File: src/rtl/expr_pkg.sv
// expr_pkg: shared defaults and FSM state type for the multiply sequencer.
// Provides DEF_WIDTH, DEF_MUL_RST, DEF_MUL_LAT and seq_state_t.
package expr_pkg;
    localparam int DEF_WIDTH   = 16;
    localparam int DEF_MUL_RST = 10;
    localparam int DEF_MUL_LAT = 21;
    typedef enum logic [2:0] {IDLE, CLR, LOAD, WAIT, EMIT, DONE} seq_state_t;
endpackage

File: src/rtl/operand_ram.sv
// operand_ram: DEPTH x WIDTH operand store, synchronous write, two asynchronous read ports, no reset.
// Ports: clk, we/waddr/wdata write port, raddr_a/rdata_a and raddr_b/rdata_b read ports.
module operand_ram #(
    parameter int WIDTH = 16,
    parameter int DEPTH = 8
) (
    input  logic                     clk,
    input  logic                     we,
    input  logic [$clog2(DEPTH)-1:0] waddr,
    input  logic [WIDTH-1:0]         wdata,
    input  logic [$clog2(DEPTH)-1:0] raddr_a,
    input  logic [$clog2(DEPTH)-1:0] raddr_b,
    output logic [WIDTH-1:0]         rdata_a,
    output logic [WIDTH-1:0]         rdata_b
);
    logic [WIDTH-1:0] mem_q [DEPTH];
    always_ff @(posedge clk)
        if (we) mem_q[waddr] <= wdata;
    assign rdata_a = mem_q[raddr_a];
    assign rdata_b = mem_q[raddr_b];
endmodule

File: src/rtl/expr_mul_sequencer.sv
// expr_mul_sequencer: feeds operand pairs to an iterative multiplier and accumulates the products.
// Ports: clk/reset; wr_en/wr_addr/wr_data operand writes and start/pair_count control (IDLE only);
// busy/done status; mul_x/mul_y/mul_reset/mul_out multiplier link; res_valid/res_data/res_index/acc results.
module expr_mul_sequencer import expr_pkg::*; #(
    parameter int WIDTH   = DEF_WIDTH,
    parameter int DEPTH   = 8,
    parameter int MUL_RST = DEF_MUL_RST,
    parameter int MUL_LAT = DEF_MUL_LAT
) (
    input  logic                       clk,
    input  logic                       reset,
    input  logic                       wr_en,
    input  logic [$clog2(DEPTH)-1:0]   wr_addr,
    input  logic [WIDTH-1:0]           wr_data,
    input  logic                       start,
    input  logic [$clog2(DEPTH/2):0]   pair_count,
    output logic                       busy,
    output logic                       done,
    output logic [WIDTH-1:0]           mul_x,
    output logic [WIDTH-1:0]           mul_y,
    output logic                       mul_reset,
    input  logic [WIDTH-1:0]           mul_out,
    output logic                       res_valid,
    output logic [WIDTH-1:0]           res_data,
    output logic [$clog2(DEPTH/2)-1:0] res_index,
    output logic [WIDTH-1:0]           acc
);
    localparam int PW  = $clog2(DEPTH / 2);
    localparam int PCW = PW + 1;
    localparam int CW  = $clog2((MUL_RST > MUL_LAT ? MUL_RST : MUL_LAT) + 1);

    seq_state_t       state_q, state_d;
    logic [CW-1:0]    cnt_q, cnt_d;
    logic [PW-1:0]    pair_q, pair_d, last_q, last_d, res_index_q, res_index_d;
    logic [WIDTH-1:0] mul_x_q, mul_x_d, mul_y_q, mul_y_d;
    logic [WIDTH-1:0] res_data_q, res_data_d, acc_q, acc_d;
    logic [WIDTH-1:0] ram_x, ram_y;
    logic [PCW-1:0]   pc;

    operand_ram #(.WIDTH(WIDTH), .DEPTH(DEPTH)) u_ram (
        .clk     (clk),
        .we      (wr_en && state_q == IDLE),
        .waddr   (wr_addr),
        .wdata   (wr_data),
        .raddr_a ({pair_q, 1'b0}),
        .raddr_b ({pair_q, 1'b1}),
        .rdata_a (ram_x),
        .rdata_b (ram_y)
    );

    assign pc = pair_count > PCW'(DEPTH / 2) ? PCW'(DEPTH / 2) : pair_count;

    always_comb begin
        state_d     = state_q;
        pair_d      = pair_q;
        last_d      = last_q;
        mul_x_d     = mul_x_q;
        mul_y_d     = mul_y_q;
        res_data_d  = res_data_q;
        res_index_d = res_index_q;
        acc_d       = acc_q;
        case (state_q)
            IDLE: if (start) begin
                pair_d  = '0;
                last_d  = PW'(pc - PCW'(1));
                acc_d   = '0;
                state_d = pc == '0 ? DONE : CLR;
            end
            CLR: if (cnt_q == CW'(MUL_RST - 1)) begin
                state_d = LOAD;
                mul_x_d = ram_x;
                mul_y_d = ram_y;
            end
            LOAD: state_d = WAIT;
            WAIT: if (cnt_q == CW'(MUL_LAT - 1)) begin
                state_d     = EMIT;
                res_data_d  = mul_out;
                res_index_d = pair_q;
                acc_d       = acc_q + mul_out;
            end
            EMIT: begin
                state_d = pair_q == last_q ? DONE : CLR;
                pair_d  = pair_q + PW'(1);
            end
            DONE: state_d = IDLE;
            default: state_d = IDLE;
        endcase
        // The shared counter restarts on every state change, so each timed state counts from zero.
        cnt_d = state_d != state_q ? '0 : cnt_q + CW'(1);
    end

    always_ff @(posedge clk) begin
        if (reset) begin
            state_q     <= IDLE;
            cnt_q       <= '0;
            pair_q      <= '0;
            last_q      <= '0;
            mul_x_q     <= '0;
            mul_y_q     <= '0;
            res_data_q  <= '0;
            res_index_q <= '0;
            acc_q       <= '0;
        end else begin
            state_q     <= state_d;
            cnt_q       <= cnt_d;
            pair_q      <= pair_d;
            last_q      <= last_d;
            mul_x_q     <= mul_x_d;
            mul_y_q     <= mul_y_d;
            res_data_q  <= res_data_d;
            res_index_q <= res_index_d;
            acc_q       <= acc_d;
        end
    end

    // Status strobes decode straight from the state register; none depend on mul_out.
    assign busy      = state_q != IDLE;
    assign done      = state_q == DONE;
    assign res_valid = state_q == EMIT;
    assign mul_reset = state_q == IDLE || state_q == CLR || state_q == DONE;
    assign mul_x     = mul_x_q;
    assign mul_y     = mul_y_q;
    assign res_data  = res_data_q;
    assign res_index = res_index_q;
    assign acc       = acc_q;
endmodule

File: config.mk
export PLATFORM = sky130hd
export DESIGN_NAME = expr_mul_sequencer
export DESIGN_NICKNAME = d
export VERILOG_FILES = /design/src/rtl/expr_pkg.sv /design/src/rtl/operand_ram.sv /design/src/rtl/expr_mul_sequencer.sv
export SDC_FILE = /design/constraint.sdc
export NUM_CORES = 1
export LEC_CHECK = 0
export BUFFER_PORTS_ARGS = -buffer_cell sky130_fd_sc_hd__buf_4
export CORE_MARGIN = 5
export CORE_UTILIZATION = 35
export CTS_CLUSTER_DIAMETER = 50
export CTS_CLUSTER_SIZE = 24
export DETAILED_ROUTE_END_ITERATION = 6
export HOLD_SLACK_MARGIN = 0.02
export PLACE_DENSITY = 0.59
export SLEW_MARGIN = 20
export SYNTH_ARGS = -nofsm -noshare
export SYNTH_HDL_FRONTEND = slang
export SYNTH_SLANG_ARGS = --single-unit
File: constraint.sdc
create_clock -name clk -period 3 [get_ports clk]
set_clock_uncertainty 0.05 [all_clocks]
set_input_delay 0.15 -clock clk [delete_from_list [all_inputs] [get_ports clk]]
set_output_delay 0.15 -clock clk [all_outputs]
set_load 0.03 [all_outputs]
# Word level (Yosys, flattened, before mapping)
# Memories as Yosys holds them, arrays and structs flattened. A register that Yosys moved wholly into a read port is not among the register bits.
# Cells that the tools add are included.
totals:
  ff_bits: 46
  ramBits: 128
  inputBits: 42
  out_inout_bits: 70
  elab_cells: 52
  memories: 1
op_classes:
  add_sub_neg: 4
  n_lt_le_gt_ge: 1
  eq_ne: 11
  mux: 14
  reduce_logical: 14
memory_table:
  columns: ["memory", "depth", "width", "read_ports", "rd_ports_with_merged_regs", "write_ports", "line", "rtl"]
  rows:
  - ["u_ram.mem_q", 8, 16, 2, 2, 1, "operand_ram.sv:16", "logic [WIDTH-1:0] mem_q [DEPTH];"]
op_table:
  columns: ["cell", "count"]
  rows:
  - ["two-way mux 16 bit", 2]
  - ["case mux 16 bit (2 select lines)", 1]
  - ["two-way mux 3 bit", 6]
  - ["adder 16 bit", 1]
  - ["case mux 3 bit (5 select lines)", 1]
  - ["AND reduction 2 bit", 4]
  - ["equality test 3 x 2 -> 1 bit (second input constant)", 2]
  - ["equality test 3 bit (second input constant)", 2]
  - ["zero test 3 bit", 2]
  - ["adder 5 x 1 -> 5 bit (second input constant)", 1]
  - ["equality test 5 x 4 -> 1 bit (second input constant)", 1]
  - ["equality test 5 bit (second input constant)", 1]
  - ["inequality test 2 bit (second input constant)", 2]
  - ["case mux 2 bit (2 select lines)", 1]
  - ["nonzero test 2 bit", 2]
  - ["equality test 3 x 1 -> 1 bit (second input constant)", 1]
  - ["greater-than comparator 3 bit (second input constant)", 1]
  - ["inequality test 3 bit", 1]
  - ["AND reduction 3 bit", 1]
  - ["nonzero test 3 bit", 1]
  - ["adder 2 x 1 -> 2 bit (second input constant)", 1]
  - ["equality test 2 bit", 1]
  - ["logical OR 1 bit", 2]
  - ["two-way mux 1 bit", 2]
  - ["4 further kinds", 4]

# Longest topological paths before layout
# Gate-level depths: netlist of the first run.
depth:
  word_depth: 8
  mapped_depth: 9

# Cells and area by module
# A second synthesis of the first run with hierarchy kept.
unflattened:
  hier_cells: 722
  hier_area_um2: 9711.8
modules_own_cells:
  columns: ["mod", "n_inst", "cells_each", "area_per_inst_um2", "seq_area_each_um2"]
  rows:
  - ["operand_ram", 1, 255, 6044.5, 3843.7]
  - ["expr_mul_sequencer", 1, 467, 3667.3, 1561.5]

# Worst setup path after synthesis of the first run
# OpenSTA, ideal clock, no wires.
synth_path:
  path_kind: "flip-flop to flip-flop"
  from: "register state_q[1]"
  to: "memory u_ram.mem_q[1][0], enable pin"
  arrival_ps: 1965
  t_required_ps: 2541
  path_slack_ps: 576
  stages_incl_launch_ff: 5
  period_less_slack_ps: 2424
  path_cell_list: "dfxtp_1 -> buf_4 -> nor3_4 -> nand3_1 -> nor3_1"
synth_via:
  elab_chain_cells: 4
synth_lines:
  columns: ["element", "line", "rtl"]
  rows:
  - ["from (decl)", "expr_mul_sequencer.sv:32", "seq_state_t state_q, state_d;"]
  - ["from (signal assigned)", "expr_mul_sequencer.sv:104", "state_q <= state_d;"]
  - ["zero test 3 bit", "expr_mul_sequencer.sv:42", ".we (wr_en && state_q == IDLE),"]
  - ["logical AND 1 bit", "expr_mul_sequencer.sv:42", null]
  - ["two-way mux 1 bit", "operand_ram.sv:18", "if (we) mem_q[waddr] <= wdata;"]
  - ["two-way mux 1 bit (not written as such)", "operand_ram.sv:18", null]
  - ["to (decl)", "operand_ram.sv:16", null]
# Every way passes these cells.

# Worst setup path after layout of the first run
layout_path:
  from: "input mul_out[0]"
  to: "register acc_q[12] (netlist: acc[12])"
layout_via:
  elab_chain_cells: 3
layout_lines:
  columns: ["element", "line", "rtl"]
  rows:
  - ["from (decl)", "expr_mul_sequencer.sv:22", "input logic [WIDTH-1:0] mul_out,"]
  - ["adder 16 bit", "expr_mul_sequencer.sv:79", "acc_d = acc_q + mul_out;"]
  - ["two-way mux 16 bit", "expr_mul_sequencer.sv:75", "WAIT: if (cnt_q == CW'(MUL_LAT - 1)) begin"]
  - ["case mux 16 bit (2 select lines)", "expr_mul_sequencer.sv:62", "case (state_q)"]
  - ["to (signal assigned)", "expr_mul_sequencer.sv:102", "acc_q <= '0;"]
  - ["to (signal assigned)", "expr_mul_sequencer.sv:112", "acc_q <= acc_d;"]
  - ["to (decl)", "expr_mul_sequencer.sv:36", "logic [WIDTH-1:0] res_data_q, res_data_d, acc_q, acc_d;"]
# Every way passes these cells. The select of a mux whose other input is x is not followed.
# A chain may end at the register's enable or synchronous reset.

==> results.json, run 1 <==
{
  "first_global_vias": 5422,
  "fmax_mhz": 408.3,
  "synth.most_common_cell": "edfxtp_1",
  "cp-end-kind": "flop",
  "path_buf_inv": 2,
  "tns_ns": 0,
  "period_needed_ns": 2.449,
  "drt_wl_total_microns": 18710,
  "p_int_mw": 4.724,
  "timing.rr.end": "acc[12]$_SDFFE_PP0P_",
  "gp_congestion": 0.7983,
  "finalSetupViolations": 0,
  "antenna_cells": 0,
  "met2_usage": 0.2316,
  "synth.cell_area_sq_mm": 0.008362,
  "start_kind": "input port",
  "syn_nets": 694,
  "r2r-start": "acc[0]$_SDFFE_PP0P_",
  "crit_fanout": 3,
  "num_vias": 5377,
  "relSlewSlack": 0.3930,
  "power.leakage_nw": 3.828,
  "synth_top_area_share": 0.4597,
  "path_common_cell": "o21ai_1",
  "r2r_setup_slack_ns": 0.57,
  "post_drt_via_cell_ratio": 4.780,
  "synthTopCellsByCount": "128 x edfxtp_1, 125 x nand2_1, 78 x dfxtp_1",
  "synth_warnings": 0,
  "die_y_microns": 164.6,
  "r2r_cells": 9,
  "cts_max_level": 1,
  "crit_arrival_ns": 2.78,
  "cp_slowest_cell": "dlygate4sd3_1",
  "cts-buffers-inserted": 22,
  "synthArstFlopShare": 0,
  "die_area_sq_mm": 0.02708,
  "utilization": 0.4577,
  "clkTransAtPathRegs_ns": 0.09,
  "port_buffers": 111,
  "status": "finished, final reports clean",
  "crit_chain": "dlygate4sd3_1 > buf_4 > ha_1 > fa_1 > a21oi_1 > o21ai_1 > o22ai_1 > o21a_1 > o21ai_1 > xnor2_1 > a22o_1",
  "peakVddDrop_v": 0.0004320,
  "grt_start_max_net_pins": 46,
  "ctsResizeCount": 0,
  "grt_first_pass_wirelength_microns": 29380,
  "grt_usage": 0.1364,
  "drc": 0,
  "power_mw": 6.162,
  "crit_start": "mul_out[0]",
  "slew_viol_final": 0,
  "insertion_delay_ns": 0.52,
  "p_clk_frac": 0.451,
  "grt.busiest_layer": "met2",
  "wl_per_cell_microns": 16.63,
  "initial_core_util": 0.3562,
  "overflow": 0,
  "cts_tree": "yes",
  "synth_seq_area_share": 0.6464,
  "coreArea_sq_mm": 0.02347,
  "nets": 852,
  "place_hpwl_microns": 12100,
  "firstDrtPassIters": 5,
  "place_ws_ns": 0.5807,
  "final-hold-violation-count": 0,
  "clock-root-buffer": "clkbuf_16",
  "setup.worst_path.end": "acc[12]$_SDFFE_PP0P_",
  "drtAntennaViolNets": 0,
  "post-route-period-util": 0.8165,
  "drive_gt1_frac": 0.2730,
  "met1_usage": 0.1835,
  "switchingPower_mw": 1.438,
  "synth_top_cells_by_area": "edfxtp_1 46%, dfxtp_1 19%, mux4_2 8.6%",
  "final.setup.worst_slack_ns": 0.5505,
  "hold_class": "input port to flop",
  "required_ns": 3.34,
  "swShare": 0.2333,
  "path_depth": 11,
  "cts_num_sinks": 206,
  "dr.first_iter.drc_count": 368,
  "power.density_mw_per_mm2": 573.5,
  "worstSetupPathType": "input port to flop",
  "crit_path_max_incr_delay_ns": 0.54,
  "power_frac_comb": 0.051,
  "synth_cell_types": 59,
  "grt_setup_unrepaired": "false",
  "seq_power_share": 0.498,
  "die_w_microns": 164.6,
  "antenna_found_initial": 0,
  "row_count": 56,
  "yosysTopAreaCell": "edfxtp_1",
  "worst_path_dominant_cell_family": "compound AO/OA/AOI/OAI gates",
  "drv_cap": 0,
  "cts_buffer_depth": 3,
  "area_delta_synth_final_pct": 28.49,
  "io_pins": 112,
  "avgSynthCellArea_sq_um": 13.23,
  "fill_cells": 2139,
  "met3_usage": 0.02670,
  "ys.flop_type": "edfxtp_1",
  "synth_seq_cells": 206,
  "tightest_slew_ns": 0.9104,
  "synth_cells": 632,
  "synth_edf_count": 128,
  "hold_slack_ns": 0.1303
}
kinds of logic after synthesis:
logic type,count (synthesis),share of synthesized area
and+or+nand+nor,206,0.1145
buffers and inverters,41,0.02184
muxes,35,0.08978
DFF,206,0.6464
adders and majority gates,20,0.03082
AOI/OAI and AO/OA,109,0.08095
xor gates and xnor gates,15,0.01571
registers in the layout (all words and copies together), names as in the netlist:
signal,flops
acc,16
cnt_q,5
last_q,2
mul_x,16
mul_y,16
pair_q,2
res_data,16
res_index,2
state_q,3
u_ram.mem_q,128
worst min-delay path by stage:
stage / from / endpoint / slack (ns) / depth (start not counted)
2_1_floorplan: wr_data[0] / u_ram.mem_q[0][0]$_DFFE_PP_ / 0.20 / 0
3_3_place_gp: wr_data[11] / u_ram.mem_q[1][11]$_DFFE_PP_ / 0.34 / 1
3_5_place_dp: wr_data[10] / u_ram.mem_q[0][10]$_DFFE_PP_ / 0.34 / 1
4_1_cts: wr_addr[1] / u_ram.mem_q[1][5]$_DFFE_PP_ / 0.13 / 3
5_1_grt: wr_addr[1] / u_ram.mem_q[1][5]$_DFFE_PP_ / 0.13 / 3
6_report: wr_addr[1] / u_ram.mem_q[1][5]$_DFFE_PP_ / 0.13 / 3
final cells by class:
| class | instances | area [sq um] | area share |
|---|---|---|---|
| flip-flops and latches | 206 | 5406 | 0.5032 |
| multi-input cells | 385 | 2786 | 0.2593 |
| repair buffers | 166 | 1351 | 0.1258 |
| clock buffers | 25 | 561.8 | 0.05229 |
| well taps | 319 | 399.1 | 0.03715 |
| clock inverters | 15 | 205.2 | 0.01910 |
| inverters | 9 | 33.78 | 0.003144 |
per-stage QoR:
stage               cells  area (sq um)
detailed placement   1048          9607
CTS                  1125         10740
global placement     1048          9607
finish               1125         10740
global route         1125         10740
floorplan             632          8362
power groups by stage:
stage | combinational, mW | clock [mW] | sequential [mW]
final | 0.313 | 2.78 | 3.07
after global routing | 0.344 | 2.99 | 3.07
after CTS | 0.317 | 2.85 | 3.07
after detailed placement | 0.275 | 0 | 3.13
after global placement | 0.274 | 0 | 3.13
after floorplan | 0.164 | 0 | 3.12
worst register-to-register path, delay by kind of cell (launching register included):
kind	cells	cell delay [ns]
adders and majority gates	2	0.64
DFF	1	0.32
AOI/OAI and AO/OA	6	1.18
xor gates and xnor gates	1	0.13
metal layers:
| layer | routed length (microns) | share of wire |
|---|---|---|
| met2 | 9026 | 0.48 |
| met1 | 8202 | 0.44 |
| met4 | 313 | 0.017 |
| met5 | 0 | 0 |
| met3 | 1170 | 0.063 |
layout by cell type (no fill, tap or decap), types with 19 or more instances in the layout:
cell and n:
ha_1 19, dlygate4sd3_1 37, mux4_2 32, a21oi_1 67, nand2_1 125, nor2_1 25
buf_4 128, dfxtp_1 77, edfxtp_1 128, clkbuf_16 22
repair_timing:
item                                   4_1_cts  5_1_grt
setup endpoints to repair                    0        0
endpoints found under the hold margin      168        0
hold buffers                                37        0
buffers inserted                             0        0
Note: power is estimated with default switching activity, not from simulation.
==> run 2, diff against run 1 <==
Settings changed: ABC_AREA set to 1.
Clock period 3 ns to 2.3 ns, I/O delays scaled along.
==> results.json, run 2 <==
{
  "status": "finished, final reports clean",
  "synthTopCellsByCount": "181 x nor2_1, 128 x edfxtp_1, 112 x nand2_1",
  "drtAntennaViolNets": 0,
  "final-hold-violation-count": 0,
  "post-route-period-util": 0.9122,
  "cts_tree": "yes",
  "row_count": 57,
  "fmax_mhz": 476.6,
  "cts_num_sinks": 206,
  "overflow": 0,
  "synth_top_cells_by_area": "edfxtp_1 45%, dfxtp_1 18%, nor2_1 7.9%",
  "nets": 1101,
  "grt_first_pass_wirelength_microns": 35070,
  "yosysTopAreaCell": "edfxtp_1",
  "insertion_delay_ns": 0.53,
  "setup.worst_path.end": "last_q[1]$_SDFFE_PP0P_",
  "synth_edf_count": 128,
  "cts_buffer_depth": 3,
  "hold_class": "input port to flop",
  "die_area_sq_mm": 0.02789,
  "peakVddDrop_v": 0.0005112,
  "drc": 0,
  "power_mw": 8.726,
  "synth_top_area_share": 0.4455,
  "syn_nets": 940,
  "port_buffers": 111,
  "top_register": "u_ram.mem_q",
  "die_w_microns": 167,
  "crit_chain": "dlygate4sd3_1 > buf_4 > inv_1 > nand2_1 > dlygate4sd3_1 > ha_1 > dlygate4sd3_1 > a21oi_1",
  "clkTransAtPathRegs_ns": 0.07,
  "antenna_found_initial": 0,
  "wl_per_cell_microns": 15.75,
  "dr.first_iter.drc_count": 433,
  "crit_start": "pair_count[2]",
  "drt_wl_total_microns": 21820,
  "ys.flop_type": "edfxtp_1",
  "first_global_vias": 6571,
  "drive_gt1_frac": 0.1970,
  "power.leakage_nw": 4.476,
  "final_cells": 1385,
  "timing.rr.end": "u_ram.mem_q[7][2]$_DFFE_PP_",
  "layout_commonest_cell": "nor2_1",
  "drv_cap": 0,
  "crit_path_max_incr_delay_ns": 0.56,
  "path_depth": 8,
  "antenna_cells": 0,
  "num_vias": 6619,
  "r2r-start": "state_q[1]$_SDFF_PP0_",
  "finalSetupViolations": 0,
  "synth_seq_area_share": 0.6265,
  "io_pins": 112,
  "start_kind": "input port",
  "worst_path_dominant_cell_family": "buffers and inverters",
  "synth.cell_area_sq_mm": 0.008627,
  "largest_register_ffs": 128,
  "tns_ns": 0,
  "place_hpwl_microns": 13990,
  "worstSetupPathType": "input port to flop",
  "synthArstFlopShare": 0,
  "required_ns": 2.70,
  "synth_cells": 878,
  "path_common_cell": "dlygate4sd3_1",
  "clock-root-buffer": "clkbuf_16",
  "gp_congestion": 0.8043,
  "die_y_microns": 167,
  "post_drt_via_cell_ratio": 4.779,
  "path_buf_inv": 5,
  "initial_core_util": 0.3547,
  "mostFrequentLayoutCells": "181 x nor2_1, 130 x buf_4, 128 x edfxtp_1",
  "relSlewSlack": 0.6905,
  "firstDrtPassIters": 5,
  "r2r_setup_slack_ns": 0.42,
  "grt_setup_unrepaired": "false",
  "slew_viol_final": 0,
  "post_cts.repair.setup_buffers": 0,
  "crit_fanout": 4,
  "power.density_mw_per_mm2": 778.7,
  "synth_warnings": 0,
  "synth.most_common_cell": "nor2_1",
  "cts_max_level": 1,
  "period_needed_ns": 2.098,
  "synth_cell_types": 32,
  "grt_start_max_net_pins": 67,
  "synth_seq_cells": 206,
  "grt_usage": 0.1526,
  "cts-buffers-inserted": 28,
  "final.setup.worst_slack_ns": 0.2020,
  "r2r_cells": 6,
  "area_delta_synth_final_pct": 29.89,
  "avgSynthCellArea_sq_um": 9.826,
  "place_ws_ns": 0.4313,
  "crit_arrival_ns": 2.50,
  "cp-end-kind": "flop",
  "coreArea_sq_mm": 0.02432,
  "dp.cells": 1293,
  "fill_cells": 2271,
  "cp_slowest_cell": "dlygate4sd3_1",
  "tightest_slew_ns": 0.4642
}
==> run 2: cell count changes in the layout (fill, tap and decap cells not counted), sizes merged, moves of 6 or more <==
| cell | previous run | this run |
|---|---|---|
| o21ai | 12 | 121 |
| xnor2 | 9 | 3 |
| nor2 | 26 | 191 |
| nand3 | 16 | 30 |
| inv | 16 | 66 |
| a31oi | 3 | 35 |
| mux4 | 32 | 0 |
| o21a | 6 | 0 |
| nand2b | 7 | 0 |
| nand2 | 125 | 116 |
| a21oi | 67 | 30 |
==> run 2: how the worst min path moves through the flow <==
stage	from	endpoint	depth (start not counted)
CTS	wr_addr[1]	u_ram.mem_q[7][15]$_DFFE_PP_	3
global route	wr_addr[1]	u_ram.mem_q[7][15]$_DFFE_PP_	3
floorplan	wr_data[0]	u_ram.mem_q[0][0]$_DFFE_PP_	0
global placement	pair_count[0]	last_q[0]$_SDFFE_PP0P_	2
finish	wr_addr[1]	u_ram.mem_q[7][15]$_DFFE_PP_	3
detailed placement	pair_count[0]	last_q[0]$_SDFFE_PP0P_	2
==> run 2: worst reg2reg max path: stages (launching register included) <==
cell and delay, ns:
dfxtp_1 0.35, nor2_2 0.18, nand2_2 0.11, nor2_1 0.22, nand2_1 0.17, nor3_2 0.27, buf_4 0.24
==> run 2: cells by family (layout without fill, tap and decap cells) <==
kind of cell | after synthesis | in the layout | share of synthesized area
buffers and inverters | 101 | 284 | 0.05003
and+or+nand+nor | 355 | 355 | 0.1707
DFF | 206 | 206 | 0.6265
AOI/OAI and AO/OA | 189 | 189 | 0.1157
adders and majority gates | 20 | 20 | 0.02988
xor gates and xnor gates | 7 | 7 | 0.007107
==> run 2: report_power, final <==
part | internal (mW) | switching, mW | leakage, nW
clock network | 2.56 | 1.68 | 0.449
registers | 3.98 | 0.0214 | 1.79
logic | 0.185 | 0.296 | 2.24
total | 6.73 | 2.00 | 4.48
==> run 2: layout make-up <==
class	instances	area, sq um	area share
Inverter	60	225.2	0.02010
Sequential cell	206	5406	0.4825
Tap cell	324	405.4	0.03618
Timing Repair Buffer	172	1416	0.1264
Multi-Input combinational cell	571	2816	0.2513
Clock buffer	30	729.5	0.06510
Clock inverter	22	206.4	0.01842
==> run 2: what timing repair did <==
| item | CTS | global route |
|---|---|---|
| gates resized for setup | 0 | 0 |
| endpoints found under the setup margin | 0 | 0 |
| hold endpoints to repair | 166 | 0 |
| hold buffers | 40 | 0 |
==> run 2: metrics by stage <==
| step | utilization | area [sq um] | hold WS (ns) |
|---|---|---|---|
| 6_report | 0.4608 | 11210 | 0.05020 |
| 5_1_grt | 0.4608 | 11210 | 0.04822 |
| 4_1_cts | 0.4608 | 11210 | 0.02569 |
| 3_5_place_dp | 0.4058 | 9869 | 0.2897 |
| 3_3_place_gp | 0.4058 | 9869 | 0.2838 |
| 2_1_floorplan | - | 8627 | 0.1639 |
==> run 2: routing by layer <==
metal  global-route usage  vias to the layer above  wire length [microns]
li1                     -                     3332                      -
met1               0.2111                     3100                  10460
met2               0.2497                      155                   9846
met5                    0                        -                      0
met3              0.02678                       32                   1024
met4              0.03913                        0                    487
